===== config.mk =====
export PLATFORM = sky130hd
export DESIGN_NAME = frame_mem_arbiter_flat
export DESIGN_NICKNAME = d
export VERILOG_FILES = /design/src/rtl/fb_pkg.sv /design/src/rtl/frame_mem_arbiter_if.sv /design/src/rtl/fb_rr_arb2.sv /design/src/rtl/frame_mem_arbiter.sv /design/src/flat_wrapper.sv
export SDC_FILE = /design/constraint.sdc
export NUM_CORES = 1
export LEC_CHECK = 0
export ABC_CLOCK_PERIOD_IN_PS = 3200
export BUFFER_PORTS_ARGS = -buffer_cell sky130_fd_sc_hd__buf_4
export CORE_MARGIN = 1
export CORE_UTILIZATION = 30
export DETAILED_ROUTE_END_ITERATION = 6
export PLACE_DENSITY = 0.52
export SLEW_MARGIN = 40
export SYNTH_ARGS = -nofsm -noshare
export SYNTH_HDL_FRONTEND = slang
export SYNTH_SLANG_ARGS = --single-unit

===== constraint.sdc =====
create_clock -name clk -period 3.2 [get_ports clk]
set_input_delay 0.16 -clock clk [delete_from_list [all_inputs] [get_ports clk]]
set_output_delay 0.16 -clock clk [all_outputs]
set_load 0.1 [all_outputs]

===== src/rtl/fb_pkg.sv =====
// Shared types and frame geometry for the frame memory arbiter.
// Pixels are 12-bit {r,g,b} with 4 bits per channel.
package fb_pkg;

  localparam int H_PIXELS_DEF = 640;
  localparam int V_PIXELS_DEF = 480;
  localparam int ADDR_W       = $clog2(H_PIXELS_DEF * V_PIXELS_DEF);
  localparam int X_W          = 10;
  localparam int Y_W          = 9;
  localparam int PIX_W        = 12;

  typedef struct packed {
    logic [3:0] r;
    logic [3:0] g;
    logic [3:0] b;
  } pixel_t;

  typedef logic [PIX_W-1:0] pixel_raw_t;

  typedef enum logic {
    CLR_IDLE = 1'b0,
    CLR_RUN  = 1'b1
  } clr_state_e;

endpackage


===== src/rtl/frame_mem_arbiter_if.sv =====
// Bundle of scanout, writer, clear and memory-port signals around the arbiter.
// slave is the arbiter's view; master is the surrounding system's view.
interface frame_mem_arbiter_if;
  import fb_pkg::*;

  logic              rd_req;
  logic [X_W-1:0]    rd_x;
  logic [Y_W-1:0]    rd_y;
  logic              rd_valid;
  pixel_raw_t        rd_pixel;

  logic              wr0_valid;
  logic [X_W-1:0]    wr0_x;
  logic [Y_W-1:0]    wr0_y;
  pixel_raw_t        wr0_pixel;
  logic              wr0_ready;

  logic              wr1_valid;
  logic [X_W-1:0]    wr1_x;
  logic [Y_W-1:0]    wr1_y;
  pixel_raw_t        wr1_pixel;
  logic              wr1_ready;

  logic              clr_start;
  pixel_raw_t        clr_color;
  logic              clr_busy;
  logic              clr_done;

  logic              mem_en;
  logic              mem_we;
  logic [ADDR_W-1:0] mem_addr;
  pixel_raw_t        mem_wdata;
  pixel_raw_t        mem_rdata;

  logic              wr_err;

  modport slave (
    input  rd_req, rd_x, rd_y,
    output rd_valid, rd_pixel,
    input  wr0_valid, wr0_x, wr0_y, wr0_pixel,
    output wr0_ready,
    input  wr1_valid, wr1_x, wr1_y, wr1_pixel,
    output wr1_ready,
    input  clr_start, clr_color,
    output clr_busy, clr_done,
    output mem_en, mem_we, mem_addr, mem_wdata,
    input  mem_rdata,
    output wr_err
  );

  modport master (
    output rd_req, rd_x, rd_y,
    input  rd_valid, rd_pixel,
    output wr0_valid, wr0_x, wr0_y, wr0_pixel,
    input  wr0_ready,
    output wr1_valid, wr1_x, wr1_y, wr1_pixel,
    input  wr1_ready,
    output clr_start, clr_color,
    input  clr_busy, clr_done,
    input  mem_en, mem_we, mem_addr, mem_wdata,
    output mem_rdata,
    input  wr_err
  );

endinterface


===== src/rtl/fb_rr_arb2.sv =====
// Two-requester round-robin arbiter; a grant is only given while en_i is high.
// On a tie the requester not granted last wins; last_q resets to requester 1.
module fb_rr_arb2 (
  input  logic       clk,
  input  logic       rst_n,
  input  logic       en_i,
  input  logic [1:0] req_i,
  output logic [1:0] gnt_o
);

  logic last_q;
  logic last_d;

  always_comb begin
    gnt_o = 2'b00;
    if (en_i) begin
      if (req_i == 2'b11) begin
        gnt_o = last_q ? 2'b01 : 2'b10;
      end else begin
        gnt_o = req_i;
      end
    end
  end

  // A grant always coincides with a transfer, so the pointer follows the grant.
  always_comb begin
    last_d = last_q;
    if (gnt_o[0]) begin
      last_d = 1'b0;
    end else if (gnt_o[1]) begin
      last_d = 1'b1;
    end
  end

  always_ff @(posedge clk or negedge rst_n) begin
    if (!rst_n) begin
      last_q <= 1'b1;
    end else begin
      last_q <= last_d;
    end
  end

endmodule


===== src/rtl/frame_mem_arbiter.sv =====
// Single-port frame memory arbiter: scanout read > clear sequencer > round-robin writers.
// Define FB_ARB_BOUNDS_CHECK_EN to drop out-of-frame writes and raise a sticky wr_err.
module frame_mem_arbiter
  import fb_pkg::*;
#(
  parameter int H_PIXELS = H_PIXELS_DEF,
  parameter int V_PIXELS = V_PIXELS_DEF
) (
  input  logic               clk,
  input  logic               rst_n,
  frame_mem_arbiter_if.slave bus
);

  localparam int                NUM_PIX   = H_PIXELS * V_PIXELS;
  localparam logic [ADDR_W-1:0] LAST_ADDR = ADDR_W'(NUM_PIX - 1);

  function automatic logic [ADDR_W-1:0] pix_addr(input logic [X_W-1:0] x,
                                                 input logic [Y_W-1:0] y);
    return ADDR_W'(y) * ADDR_W'(H_PIXELS) + ADDR_W'(x);
  endfunction

  clr_state_e        state_q, state_d;
  logic [ADDR_W-1:0] cnt_q, cnt_d;
  pixel_t            color_q, color_d;
  logic              done_q, done_d;
  logic              clr_busy;

  logic              rd_pend_q;
  logic              rd_valid_q;
  pixel_raw_t        rd_pixel_q;

  logic [1:0]        wr_req;
  logic [1:0]        wr_gnt;
  logic              arb_en;
  logic              wr0_ok;
  logic              wr1_ok;

  logic              mem_en;
  logic              mem_we;
  logic [ADDR_W-1:0] mem_addr;
  pixel_raw_t        mem_wdata;

  assign clr_busy = (state_q == CLR_RUN);
  assign arb_en   = !bus.rd_req && !clr_busy;
  assign wr_req   = {bus.wr1_valid, bus.wr0_valid};

  fb_rr_arb2 u_arb (
    .clk   (clk),
    .rst_n (rst_n),
    .en_i  (arb_en),
    .req_i (wr_req),
    .gnt_o (wr_gnt)
  );

  assign bus.wr0_ready = wr_gnt[0];
  assign bus.wr1_ready = wr_gnt[1];

`ifdef FB_ARB_BOUNDS_CHECK_EN
  function automatic logic in_frame(input logic [X_W-1:0] x, input logic [Y_W-1:0] y);
    return (int'(x) < H_PIXELS) && (int'(y) < V_PIXELS);
  endfunction

  logic wr_err_q, wr_err_d;

  assign wr0_ok = in_frame(bus.wr0_x, bus.wr0_y);
  assign wr1_ok = in_frame(bus.wr1_x, bus.wr1_y);

  // Out-of-frame writes still complete their handshake; only the memory write is dropped.
  always_comb begin
    wr_err_d = wr_err_q;
    if ((wr_gnt[0] && !wr0_ok) || (wr_gnt[1] && !wr1_ok)) begin
      wr_err_d = 1'b1;
    end
  end

  always_ff @(posedge clk or negedge rst_n) begin
    if (!rst_n) begin
      wr_err_q <= 1'b0;
    end else begin
      wr_err_q <= wr_err_d;
    end
  end

  assign bus.wr_err = wr_err_q;
`else
  assign wr0_ok     = 1'b1;
  assign wr1_ok     = 1'b1;
  assign bus.wr_err = 1'b0;
`endif

  always_comb begin
    mem_en    = 1'b0;
    mem_we    = 1'b0;
    mem_addr  = '0;
    mem_wdata = '0;
    if (bus.rd_req) begin
      mem_en   = 1'b1;
      mem_addr = pix_addr(bus.rd_x, bus.rd_y);
    end else if (clr_busy) begin
      mem_en    = 1'b1;
      mem_we    = 1'b1;
      mem_addr  = cnt_q;
      mem_wdata = color_q;
    end else if (wr_gnt[0]) begin
      mem_en    = wr0_ok;
      mem_we    = wr0_ok;
      mem_addr  = wr0_ok ? pix_addr(bus.wr0_x, bus.wr0_y) : '0;
      mem_wdata = wr0_ok ? bus.wr0_pixel : '0;
    end else if (wr_gnt[1]) begin
      mem_en    = wr1_ok;
      mem_we    = wr1_ok;
      mem_addr  = wr1_ok ? pix_addr(bus.wr1_x, bus.wr1_y) : '0;
      mem_wdata = wr1_ok ? bus.wr1_pixel : '0;
    end
  end

  assign bus.mem_en    = mem_en;
  assign bus.mem_we    = mem_we;
  assign bus.mem_addr  = mem_addr;
  assign bus.mem_wdata = mem_wdata;

  // Clear sequencer: the counter only advances on cycles the scanout leaves free.
  always_comb begin
    state_d = state_q;
    cnt_d   = cnt_q;
    color_d = color_q;
    done_d  = 1'b0;
    unique case (state_q)
      CLR_IDLE: begin
        if (bus.clr_start) begin
          state_d = CLR_RUN;
          cnt_d   = '0;
          color_d = bus.clr_color;
        end
      end
      CLR_RUN: begin
        if (!bus.rd_req) begin
          if (cnt_q == LAST_ADDR) begin
            state_d = CLR_IDLE;
            done_d  = 1'b1;
          end else begin
            cnt_d = cnt_q + 1'b1;
          end
        end
      end
      default: state_d = CLR_IDLE;
    endcase
  end

  always_ff @(posedge clk or negedge rst_n) begin
    if (!rst_n) begin
      state_q <= CLR_IDLE;
      cnt_q   <= '0;
      color_q <= '0;
      done_q  <= 1'b0;
    end else begin
      state_q <= state_d;
      cnt_q   <= cnt_d;
      color_q <= color_d;
      done_q  <= done_d;
    end
  end

  assign bus.clr_busy = clr_busy;
  assign bus.clr_done = done_q;

  // Read data arrives the cycle after issue and is registered once more for output.
  always_ff @(posedge clk or negedge rst_n) begin
    if (!rst_n) begin
      rd_pend_q  <= 1'b0;
      rd_valid_q <= 1'b0;
      rd_pixel_q <= '0;
    end else begin
      rd_pend_q  <= bus.rd_req;
      rd_valid_q <= rd_pend_q;
      if (rd_pend_q) begin
        rd_pixel_q <= bus.mem_rdata;
      end
    end
  end

  assign bus.rd_valid = rd_valid_q;
  assign bus.rd_pixel = rd_pixel_q;

endmodule


===== src/flat_wrapper.sv =====
// flat-port wrapper written by rule: the top's interface ports become plain ports
module frame_mem_arbiter_flat import fb_pkg::*;
#(
  parameter int H_PIXELS = H_PIXELS_DEF,
  parameter int V_PIXELS = V_PIXELS_DEF
)
  (clk, rst_n, bus_rd_req, bus_rd_x, bus_rd_y, bus_rd_valid, bus_rd_pixel, bus_wr0_valid, bus_wr0_x, bus_wr0_y, bus_wr0_pixel, bus_wr0_ready, bus_wr1_valid, bus_wr1_x, bus_wr1_y, bus_wr1_pixel, bus_wr1_ready, bus_clr_start, bus_clr_color, bus_clr_busy, bus_clr_done, bus_mem_en, bus_mem_we, bus_mem_addr, bus_mem_wdata, bus_mem_rdata, bus_wr_err);
  frame_mem_arbiter_if bus_i ();
  input  logic clk;
  input  logic rst_n;
  input wire logic [$bits(bus_i.rd_req)-1:0] bus_rd_req;
  input wire logic [$bits(bus_i.rd_x)-1:0] bus_rd_x;
  input wire logic [$bits(bus_i.rd_y)-1:0] bus_rd_y;
  output wire logic [$bits(bus_i.rd_valid)-1:0] bus_rd_valid;
  output wire logic [$bits(bus_i.rd_pixel)-1:0] bus_rd_pixel;
  input wire logic [$bits(bus_i.wr0_valid)-1:0] bus_wr0_valid;
  input wire logic [$bits(bus_i.wr0_x)-1:0] bus_wr0_x;
  input wire logic [$bits(bus_i.wr0_y)-1:0] bus_wr0_y;
  input wire logic [$bits(bus_i.wr0_pixel)-1:0] bus_wr0_pixel;
  output wire logic [$bits(bus_i.wr0_ready)-1:0] bus_wr0_ready;
  input wire logic [$bits(bus_i.wr1_valid)-1:0] bus_wr1_valid;
  input wire logic [$bits(bus_i.wr1_x)-1:0] bus_wr1_x;
  input wire logic [$bits(bus_i.wr1_y)-1:0] bus_wr1_y;
  input wire logic [$bits(bus_i.wr1_pixel)-1:0] bus_wr1_pixel;
  output wire logic [$bits(bus_i.wr1_ready)-1:0] bus_wr1_ready;
  input wire logic [$bits(bus_i.clr_start)-1:0] bus_clr_start;
  input wire logic [$bits(bus_i.clr_color)-1:0] bus_clr_color;
  output wire logic [$bits(bus_i.clr_busy)-1:0] bus_clr_busy;
  output wire logic [$bits(bus_i.clr_done)-1:0] bus_clr_done;
  output wire logic [$bits(bus_i.mem_en)-1:0] bus_mem_en;
  output wire logic [$bits(bus_i.mem_we)-1:0] bus_mem_we;
  output wire logic [$bits(bus_i.mem_addr)-1:0] bus_mem_addr;
  output wire logic [$bits(bus_i.mem_wdata)-1:0] bus_mem_wdata;
  input wire logic [$bits(bus_i.mem_rdata)-1:0] bus_mem_rdata;
  output wire logic [$bits(bus_i.wr_err)-1:0] bus_wr_err;
  assign bus_i.rd_req = bus_rd_req;
  assign bus_i.rd_x = bus_rd_x;
  assign bus_i.rd_y = bus_rd_y;
  assign bus_rd_valid = bus_i.rd_valid;
  assign bus_rd_pixel = bus_i.rd_pixel;
  assign bus_i.wr0_valid = bus_wr0_valid;
  assign bus_i.wr0_x = bus_wr0_x;
  assign bus_i.wr0_y = bus_wr0_y;
  assign bus_i.wr0_pixel = bus_wr0_pixel;
  assign bus_wr0_ready = bus_i.wr0_ready;
  assign bus_i.wr1_valid = bus_wr1_valid;
  assign bus_i.wr1_x = bus_wr1_x;
  assign bus_i.wr1_y = bus_wr1_y;
  assign bus_i.wr1_pixel = bus_wr1_pixel;
  assign bus_wr1_ready = bus_i.wr1_ready;
  assign bus_i.clr_start = bus_clr_start;
  assign bus_i.clr_color = bus_clr_color;
  assign bus_clr_busy = bus_i.clr_busy;
  assign bus_clr_done = bus_i.clr_done;
  assign bus_mem_en = bus_i.mem_en;
  assign bus_mem_we = bus_i.mem_we;
  assign bus_mem_addr = bus_i.mem_addr;
  assign bus_mem_wdata = bus_i.mem_wdata;
  assign bus_i.mem_rdata = bus_mem_rdata;
  assign bus_wr_err = bus_i.wr_err;
  frame_mem_arbiter #(.H_PIXELS(H_PIXELS), .V_PIXELS(V_PIXELS)) u_core (.clk(clk), .rst_n(rst_n), .bus(bus_i));
endmodule

==> metrics <==
TritonCTS buffer count 5; R2R setup slack 0.71 ns; Initial Utilization 0.308; post-detail-place hpwl 11.6 mm; Max stage delay on crit path 0.53 ns; GPL Wtd Cong 0.820; CP max FO 2; MaxCap Viol Count 0; Die Y 127 µm; GR Util All Layers 0.181; Syn Std Cell Area 4700 µm²; IO Count 162; Post-synth top flop dfrtp_1; worst r2r dst u_core.cnt_q[11]$_DFFE_PN0P_; worst slew pin tran 0.652 ns; fin nets 886; Hold Crit Class in -> reg; row count 45; clock root buffer clkbuf_16; post-synthesis cell count 553; WL/cell 15.7 µm; Final Hold Viols 0; vias in the first global route 4629; Die Width 127 µm; total grt overflow 0; fill count 1527; CP Capture Type output pin; CTS Sinks 48; sequential share of the synthesized area 0.256; Inserted Diodes 0; Async S/R FF share, synth 1.00; Max-slew headroom 0.566; Req. time, crit path 3.04 ns; Slowest-stage cell, CP or4_1; Peak VDD IR 343 µV; net count after synthesis 722; Worst Hold Path EP u_core.u_arb.last_q$_DFFE_PN1P_; dpl ws -0.109 ns; Crit. Startpoint bus_wr1_y[1]; CP Class in -> out; YS warnings 0; cell chain of the critical path buf_4, ha_1, ha_2, fa_2, a211o_1, a211oi_2, nor2_1, xnor2_1, or4_1, nand3_2, o2bb2ai_2, buf_12; PnR worst setup slack 0.127 ns; final setup TNS 0 ns; cell leakage power 2.99 nW; drt via density 5.03; R2R Path Start u_core.bus.clr_busy$_DFF_PN0_; Post-DP Area 6380 µm²; 1st-iter DRT viols 239; Seq cells post-synth 48; Clock Tree Buf Depth 2; Inst Count DP 919; clk_lat worst skew 0.29 ns; DRC viols 0; layout cells sized above 1 0.361; core area 15300 µm²; Fmax 0.325 GHz; clk slew on worst S/H paths 0.07 ns; Critical Path Source Type input port; final core utilization 0.437; final std cells w/o fill 929; max-slew violation count 0; crit path DAT 2.91 ns; largest net degree at the start of global routing 49; Post-DRT Antenna Nets 0; first-pass GRT wire length 23.3 mm; Hold Crit Depth 2; syn avg cell area 8.49 µm²; final instance area 6670 µm²; initial antenna violation count 0; reg2reg path depth 8; Synth cell types 67; PortBufs 160; final worst path period share 0.960; unrepaired setup endpoints after global routing no; Top Family by Delay on Critical Path adder cells; Pre-antenna DRT Iters 5; Power Density 431 nW/µm²; WP buf/inv 2; TritonCTS clock tree built; Period minus WS final 3.07 ns; WL final 14.6 mm; Final setup viols 0; CTS H-Tree Depth 2; DIE AREA 16200 µm²; Fin Clk Skew 0.00934 ns; Hold Startpoint bus_wr0_valid; DR vias 4670; status complete, no violations; Post-synth EDFFs 0; area grow syn2layout 41.9%
==> stage by stage <==
step                      power, mW  hold WS (ns)
after floorplan                1.84        -0.136
after global placement         2.23         0.220
after detailed placement       2.25         0.233
after CTS                      2.88        0.0560
after global routing           3.05        0.0595
final                          2.87        0.0624
==> placed cells by master (no fill, tap or decap), types with 13 or more instances in the layout <==
master,count
buf_4,175
nand2_1,57
ha_1,51
nor2_1,49
dfrtp_1,46
xnor2_1,25
xor2_1,22
a21oi_1,20
inv_1,18
o21ai_0,16
nand3_1,15
mux2_2,13
==> final cells by class <==
| type | count | area, µm² | share of cell area |
|---|---|---|---|
| inverter | 19 | 71.3 | 0.0107 |
| sequential | 48 | 1200 | 0.181 |
| tap | 211 | 264 | 0.0396 |
| clock buffer | 5 | 125 | 0.0188 |
| timing repair buffer | 180 | 1380 | 0.207 |
| multi-input combinational | 463 | 3580 | 0.537 |
| clock inverter | 3 | 47.5 | 0.00713 |
==> power by group <==
part           internal, mW  switching (mW)  total, mW
Combinational         0.541           0.963       1.50
Clock                 0.372           0.241      0.613
Sequential            0.682          0.0755      0.757
Total                  1.59            1.28       2.87
==> worst max path at each step <==
stage / endpoint / depth (start not counted) / slack, ns
6_report: bus_mem_addr[18] / 12 / 0.13
5_1_grt: bus_mem_addr[18] / 12 / 0.005
4_1_cts: bus_mem_addr[17] / 13 / 0.002
3_5_place_dp: bus_mem_addr[18] / 12 / -0.11
3_3_place_gp: bus_mem_addr[18] / 12 / -0.10
2_1_floorplan: bus_mem_addr[17] / 10 / -0.18
==> Yosys cell counts (3+ instances only) <==
library cell,instances,area (µm²)
nor2_1,62,233
nand2_1,57,214
ha_1,52,651
dfrtp_1,47,1180
a21oi_1,33,165
xnor2_1,25,219
xor2_1,22,193
inv_1,18,67.6
nand3_1,16,80.1
o21ai_0,16,80.1
clkbuf_1,14,52.6
a22oi_1,13,97.6
mux2_2,13,146
a222oi_1,12,120
nor3_1,12,60.1
o22ai_1,12,75.1
a21o_1,8,60.1
a31oi_1,6,37.5
fa_1,6,120
nand2b_1,6,37.5
nand3b_1,6,45.0
nor2b_1,6,37.5
nor3b_1,6,45.0
nor4b_1,6,52.6
o21a_1,6,45.0
and3_1,5,31.3
nand4_1,5,31.3
a211oi_1,4,30.0
buf_1,4,15.0
and2_1,3,18.8
buf_2,3,15.0
==> kinds of logic (layout without fill, tap and decap cells) <==
family | Yosys count | after routing | share of synthesized area
flops | 48 | 48 | 0.256
xor+xnor | 47 | 47 | 0.0877
other cells | 1 | 1 | 0.000799
fa+ha+maj | 58 | 58 | 0.164
buf+inv | 42 | 207 | 0.0368
mux | 15 | 15 | 0.0354
simple gates | 210 | 210 | 0.226
compound gates | 132 | 132 | 0.193
==> routing by layer <==
layer	track usage	wire length [µm]	vias to the layer above
li1	-	-	2348
met1	0.247	6910	2218
met2	0.309	7120	100
met3	0.0260	478	4
met4	0.0259	75	0
met5	0	0	-
==> what timing repair did <==
item	in CTS	in global routing
pin swaps	0	3
resized for setup	3	17
hold endpoints to repair	47	0
setup buffers	0	1
hold buffers	1	0
setup endpoints to repair	2	5
==> sequential cells by signal (all words and copies together), names as in the netlist <==
name,cells
u_core.bus.rd_valid,1
u_core.u_arb.last_q,1
u_core.bus.clr_busy,1
u_core.bus.clr_done,1
u_core.color_q,12
u_core.rd_pend_q,1
u_core.bus.rd_pixel,12
u_core.cnt_q,19
Power figures use the tool's default switching activity.
